[src/rtl/nfca_rx_demodulate.sv]
// NFC-A card-response demodulator: Manchester on the 847.5 kHz subcarrier at 106 kbit/s.
// Optional collision reporting is enabled by defining NFCA_RX_COLLISION_EN (adds rx_col, rx_col_pos).
module nfca_rx_demodulate #(
  parameter int HALF_BIT_CLK = 384,
  parameter int PRESENT_TH   = 2,
  parameter int MAX_BITS     = 1023
) (
  input  logic       clk,
  input  logic       rst,
  input  logic       rx_on,
  input  logic       rx_lm,
  output logic       rx_bit_en,
  output logic       rx_bit,
  output logic       rx_end,
  output logic       rx_err,
  output logic [9:0] rx_bit_cnt,
`ifdef NFCA_RX_COLLISION_EN
  output logic       rx_col,
  output logic [9:0] rx_col_pos,
`endif
  output logic       busy
);

  localparam int HW = $clog2(HALF_BIT_CLK);

  typedef enum logic [1:0] {IDLE, HUNT, RECV, DONE} state_t;

  state_t        state, state_next;
  logic          s1, s2, s3;
  logic          edge_det;
  logic [HW-1:0] hcnt;
  logic          half;
  logic [7:0]    ecnt;
  logic          h1;
  logic          sof;
  logic          half_end;
  logic [8:0]    esum;
  logic          present_now;
  logic          start, sof_clr, bit_fire, bit_val, end_fire, end_err, col_fire;

  // NOTE: registers use non-blocking (<=) so every flop samples pre-edge values.
  always_ff @(posedge clk) begin
    if (rst) begin
      s1 <= 1'b0;
      s2 <= 1'b0;
      s3 <= 1'b0;
    end else begin
      s1 <= rx_lm;
      s2 <= s1;
      s3 <= s2;
    end
  end

  assign edge_det    = s2 & ~s3;
  assign half_end    = (state == RECV) && (hcnt == HW'(HALF_BIT_CLK - 1));
  // The edge landing on the last cycle of a half still counts for that half.
  assign esum        = {1'b0, ecnt} + {8'd0, edge_det};
  assign present_now = (esum >= 9'(PRESENT_TH));
  assign busy        = (state == RECV);

  always_ff @(posedge clk) begin
    if (rst) state <= IDLE;
    else     state <= state_next;
  end

  // NOTE: every output of this block gets a default first, so no latches are inferred.
  always_comb begin
    state_next = state;
    start      = 1'b0;
    sof_clr    = 1'b0;
    bit_fire   = 1'b0;
    bit_val    = 1'b0;
    end_fire   = 1'b0;
    end_err    = 1'b0;
    col_fire   = 1'b0;
    unique case (state)
      IDLE: if (rx_on) state_next = HUNT;
      HUNT: begin
        if (!rx_on) state_next = IDLE;
        else if (edge_det) begin
          state_next = RECV;
          start      = 1'b1;
        end
      end
      RECV: begin
        // Losing the window beats any decision falling on the same cycle.
        if (!rx_on) begin
          state_next = IDLE;
          end_fire   = 1'b1;
          end_err    = 1'b1;
        end else if (half_end && half) begin
          if (sof) begin
            if (h1 && !present_now) sof_clr = 1'b1;
            else begin
              end_fire   = 1'b1;
              end_err    = 1'b1;
              state_next = DONE;
            end
          end else begin
            unique case ({h1, present_now})
              2'b00: begin
                end_fire   = 1'b1;
                end_err    = (rx_bit_cnt == 10'd0);
                state_next = DONE;
              end
              2'b11: begin
`ifdef NFCA_RX_COLLISION_EN
                bit_fire = 1'b1;
                bit_val  = 1'b1;
                col_fire = 1'b1;
`else
                end_fire   = 1'b1;
                end_err    = 1'b1;
                state_next = DONE;
`endif
              end
              default: begin
                bit_fire = 1'b1;
                bit_val  = h1;
              end
            endcase
            if (bit_fire && (rx_bit_cnt == 10'(MAX_BITS))) begin
              bit_fire   = 1'b0;
              col_fire   = 1'b0;
              end_fire   = 1'b1;
              end_err    = 1'b1;
              state_next = DONE;
            end
          end
        end
      end
      DONE: if (!rx_on) state_next = IDLE;
      default: state_next = IDLE;
    endcase
  end

  always_ff @(posedge clk) begin
    if (rst) begin
      rx_bit_en  <= 1'b0;
      rx_bit     <= 1'b0;
      rx_end     <= 1'b0;
      rx_err     <= 1'b0;
      rx_bit_cnt <= '0;
      hcnt       <= '0;
      half       <= 1'b0;
      ecnt       <= '0;
      h1         <= 1'b0;
      sof        <= 1'b0;
    end else begin
      rx_bit_en <= bit_fire;
      rx_bit    <= bit_fire & bit_val;
      rx_end    <= end_fire;
      rx_err    <= end_fire & end_err;
      if (start) begin
        hcnt       <= '0;
        half       <= 1'b0;
        ecnt       <= 8'd1;
        sof        <= 1'b1;
        rx_bit_cnt <= '0;
      end else if (state == RECV) begin
        if (half_end) begin
          hcnt <= '0;
          half <= ~half;
          ecnt <= '0;
        end else begin
          hcnt <= hcnt + HW'(1);
          if (ecnt != 8'hFF) ecnt <= ecnt + {7'd0, edge_det};
        end
        if (half_end && !half) h1 <= present_now;
        if (sof_clr) sof <= 1'b0;
        if (bit_fire) rx_bit_cnt <= rx_bit_cnt + 10'd1;
      end
    end
  end

`ifdef NFCA_RX_COLLISION_EN
  logic col_seen;

  // Only the first collision of a frame is latched; rx_col_pos holds afterwards.
  always_ff @(posedge clk) begin
    if (rst) begin
      rx_col     <= 1'b0;
      rx_col_pos <= '0;
      col_seen   <= 1'b0;
    end else begin
      rx_col <= col_fire;
      if (start) col_seen <= 1'b0;
      else if (col_fire && !col_seen) begin
        col_seen   <= 1'b1;
        rx_col_pos <= rx_bit_cnt;
      end
    end
  end
`endif

endmodule
[config.mk]
export PLATFORM = sky130hd
export DESIGN_NAME = nfca_rx_demodulate
export DESIGN_NICKNAME = d
export VERILOG_FILES = /design/src/rtl/nfca_rx_demodulate.sv
export SDC_FILE = /design/constraint.sdc
export NUM_CORES = 1
export LEC_CHECK = 0
export CORE_MARGIN = 3
export CORE_UTILIZATION = 55
export DETAILED_ROUTE_END_ITERATION = 7
export HOLD_SLACK_MARGIN = 0.08
export PLACE_DENSITY = 0.75
export SLEW_MARGIN = 20
export SYNTH_ARGS = -nofsm -noshare
export SYNTH_HDL_FRONTEND = slang
export SYNTH_SLANG_ARGS = --single-unit
[constraint.sdc]
create_clock -name clk -period 4.15 [get_ports clk]
set_input_delay 0.6225 -clock clk [delete_from_list [all_inputs] [get_ports clk]]
set_output_delay 0.6225 -clock clk [all_outputs]
set_load 0.01 [all_outputs]
==> reports/metrics.cfg <==
[status]
status = complete, no violations

[sta]
final_period_minus_worst_setup_slack_ns = 3.79
post_route_setup_tns_ns = 0
slew_headroom = 0.354
timing.hold.ws_ns = 0.466
grt_setup_unrepaired = false
min_period_over_period = 0.913
report.final.hold_viol_count = 0
timing.final.max_slew_violations = 0
timing.fmax_mhz = 264
clock_skew_ns = 0.0180
worstMarginPinSlew_ns = 0.963
setup_viol = 0

[logic_synthesis]
netlist_top_cells_area = dfxtp_1 37%, ha_1 5.4%, nand3_1 5.0%
synth_top_area_cell = dfxtp_1
syn-num-nets = 255
synth_area_um2 = 2090
synthArstFlopShare = 0
synth_ff_type = dfxtp_1
yosysWarningCount = 0
syn_inst = 242
mean_instance_size_in_the_synthesized_netlist_um2 = 8.63
synth_largest_type_area_fraction = 0.374
yosys_register_bits = 39
synth_cell_type_count = 43
synth_edf_count = 0
synth_sequential_area_ratio = 0.374

[finish]
drive_above_1_share = 0.0549
layout-area-overhead-vs-synth_pct = 13.0
stdcell_area_um2 = 2360
antenna-diode-count = 0
final_nets = 267
most-common-layout-cells = 39 x dfxtp_1, 21 x nand3_1, 18 x a21oi_1, 18 x clkdlybuf4s50_1, 13 x nor2_1
final_common_cell = dfxtp_1

[detailed_routing]
via_count = 1916
drt-initial-drc-count = 179
post_drt_wl_per_cell_um = 15.5
wl_mm = 4.67
final_antenna_violating_net_count = 0
detailedRoute.firstPassIterationCount = 4
avgViaCountPerCell = 6.37
drc = 0

[power_and_ir_drop]
total_power_uw = 676
vdd_drop_max_mv = 0.236
p_per_area_nw_per_um2 = 287
p_leak_uw = 0.000824

[clock_tree]
clk_transition_reported_paths_ns = 0.08
htreeDepth = 2
clock_insertion_delay_at_the_later_pin_of_the_skew_report_ns = 0.31
clock_sinks = 39
cts_resized = 0
maximum_root_to_sink_buffer_count = 2
cts-buffers-inserted = 5
postcts_setup_bufs = 0
cts_root_buf = clkbuf_8
hold_buffers = 0
cts_tree = done

[critical_path]
worstPathMaxFanout = 21
worst-endpoint-arrival_ns = 4.01
criticalPathCategory = reg -> reg
timing.critical_path.required_ns = 4.38
setup.worst_path.end_class = flop
critical_path.startpoint = s2
worstSetupStartpointType = flop
reg2reg_start = s2

[grt]
grt_first_pass_wirelength_mm = 7.86
first_global_vias = 1655
grt_overflow = 0
gr-usage-all-layers = 0.225
number_of_antenna_violations_at_the_first_check_in_global_routing = 0
largest_net_degree_at_the_start_of_global_routing = 22

[place]
place.gp.congestion = 0.908
dpl-instance-area_um2 = 2270
hpwlAfterDp_mm = 3.14
io_buffers = 18

[job]
max-cap-violations = 0

[min_path]
hold_start = s1
timing.hold.worst.class = reg -> reg

[die]
design.core.area_um2 = 3490
die_area_um2 = 4570
initial_utilization = 0.598
num_io_pins = 19
floorplan.die.width_um = 67.6
placementRows = 21
floorplan.die.height_um = 67.6

-- final cells by class --
class / instances / area, µm²
fill: 289 / 1130
multi-input combinational: 182 / 1220
clock inverter: 3 / 20.0
timing repair buffer: 18 / 180
tap: 46 / 57.6
clock buffer: 5 / 68.8
sequential: 39 / 781
inverter: 8 / 30.0
-- worst max-delay path, cell delays in order (launching register included) --
cell and delay, ns:
dfxtp_1 0.38, nor2b_1 0.30, ha_1 0.21, ha_1 0.21, nand3_1 0.19, or4_1 0.51, a221oi_1 0.38, and2_1 0.24
ha_1 0.16, nand2b_1 0.07, a41o_2 0.37, or4_1 0.54, a21oi_1 0.14
-- registers in the layout, summed over array words and instances (netlist names) --
register / cells
h1: 1
s3: 1
rx_bit: 1
sof: 1
rx_bit_cnt: 10
state: 2
s1: 1
rx_end: 1
ecnt: 8
half: 1
hcnt: 9
rx_err: 1
rx_bit_en: 1
s2: 1
-- through the flow --
stage               worst slack [ns]  instances   util
floorplan                      0.780        242      -
global placement               0.464        293  0.649
detailed placement             0.298        293  0.649
CTS                            0.296        301  0.675
global route                  0.0784        301  0.675
finish                         0.363        301  0.675
-- per-layer routing --
metal / up-vias / GRT usage / share of wire
met5: - / 0 / 0
met4: 0 / 0.0835 / 0.015
met3: 6 / 0.0466 / 0.059
met2: 70 / 0.312 / 0.42
met1: 899 / 0.336 / 0.51
li1: 941 / - / -
-- worst paths after layout --
| kind | slack, ns | to | depth (start not counted) |
|---|---|---|---|
| min | 0.47 | s2 | 1 |
| max reg2reg | 0.36 | rx_bit_cnt[7] | 12 |
| min reg2reg | 0.47 | s2 | 1 |
| max | 0.36 | rx_bit_cnt[7] | 12 |
-- cells by family (layout without fill, tap and decap cells) --
| logic type | count (synthesis) | after routing | share of synthesized area |
|---|---|---|---|
| adders and majority gates | 9 | 9 | 0.0539 |
| AOI/OAI and AO/OA | 49 | 49 | 0.149 |
| and+or+nand+nor | 114 | 114 | 0.339 |
| xor gates and xnor gates | 8 | 8 | 0.0335 |
| muxes | 2 | 2 | 0.00959 |
| buffers and inverters | 21 | 34 | 0.0413 |
| DFF | 39 | 39 | 0.374 |
-- synth_stat cells (2+ instances only) --
| library cell | n |
|---|---|
| nand3b_1 | 2 |
| and4b_1 | 3 |
| a211oi_1 | 3 |
| mux2i_1 | 2 |
| clkbuf_1 | 12 |
| nor3_1 | 4 |
| xnor2_1 | 4 |
| dfxtp_1 | 39 |
| nand4_1 | 11 |
| o31ai_1 | 8 |
| nand2b_1 | 5 |
| nand4b_1 | 6 |
| inv_1 | 8 |
| nor2b_1 | 4 |
| o21ai_0 | 7 |
| nand2_1 | 12 |
| a211o_1 | 2 |
| nand3_1 | 21 |
| and2_1 | 3 |
| or4_1 | 11 |
| and4_1 | 3 |
| a31oi_1 | 3 |
| a21oi_1 | 18 |
| a41oi_1 | 2 |
| and3_1 | 3 |
| nor4_1 | 6 |
| nor2_1 | 13 |
| xor2_1 | 4 |
| ha_1 | 9 |
-- where the power goes --
part | internal (µW) | total (µW) | switching, µW
combinational | 12.1 | 32.2 | 20.1
clock | 117 | 263 | 146
sequential | 377 | 381 | 3.80
total | 506 | 676 | 170
(Power assumes the default switching activity.)
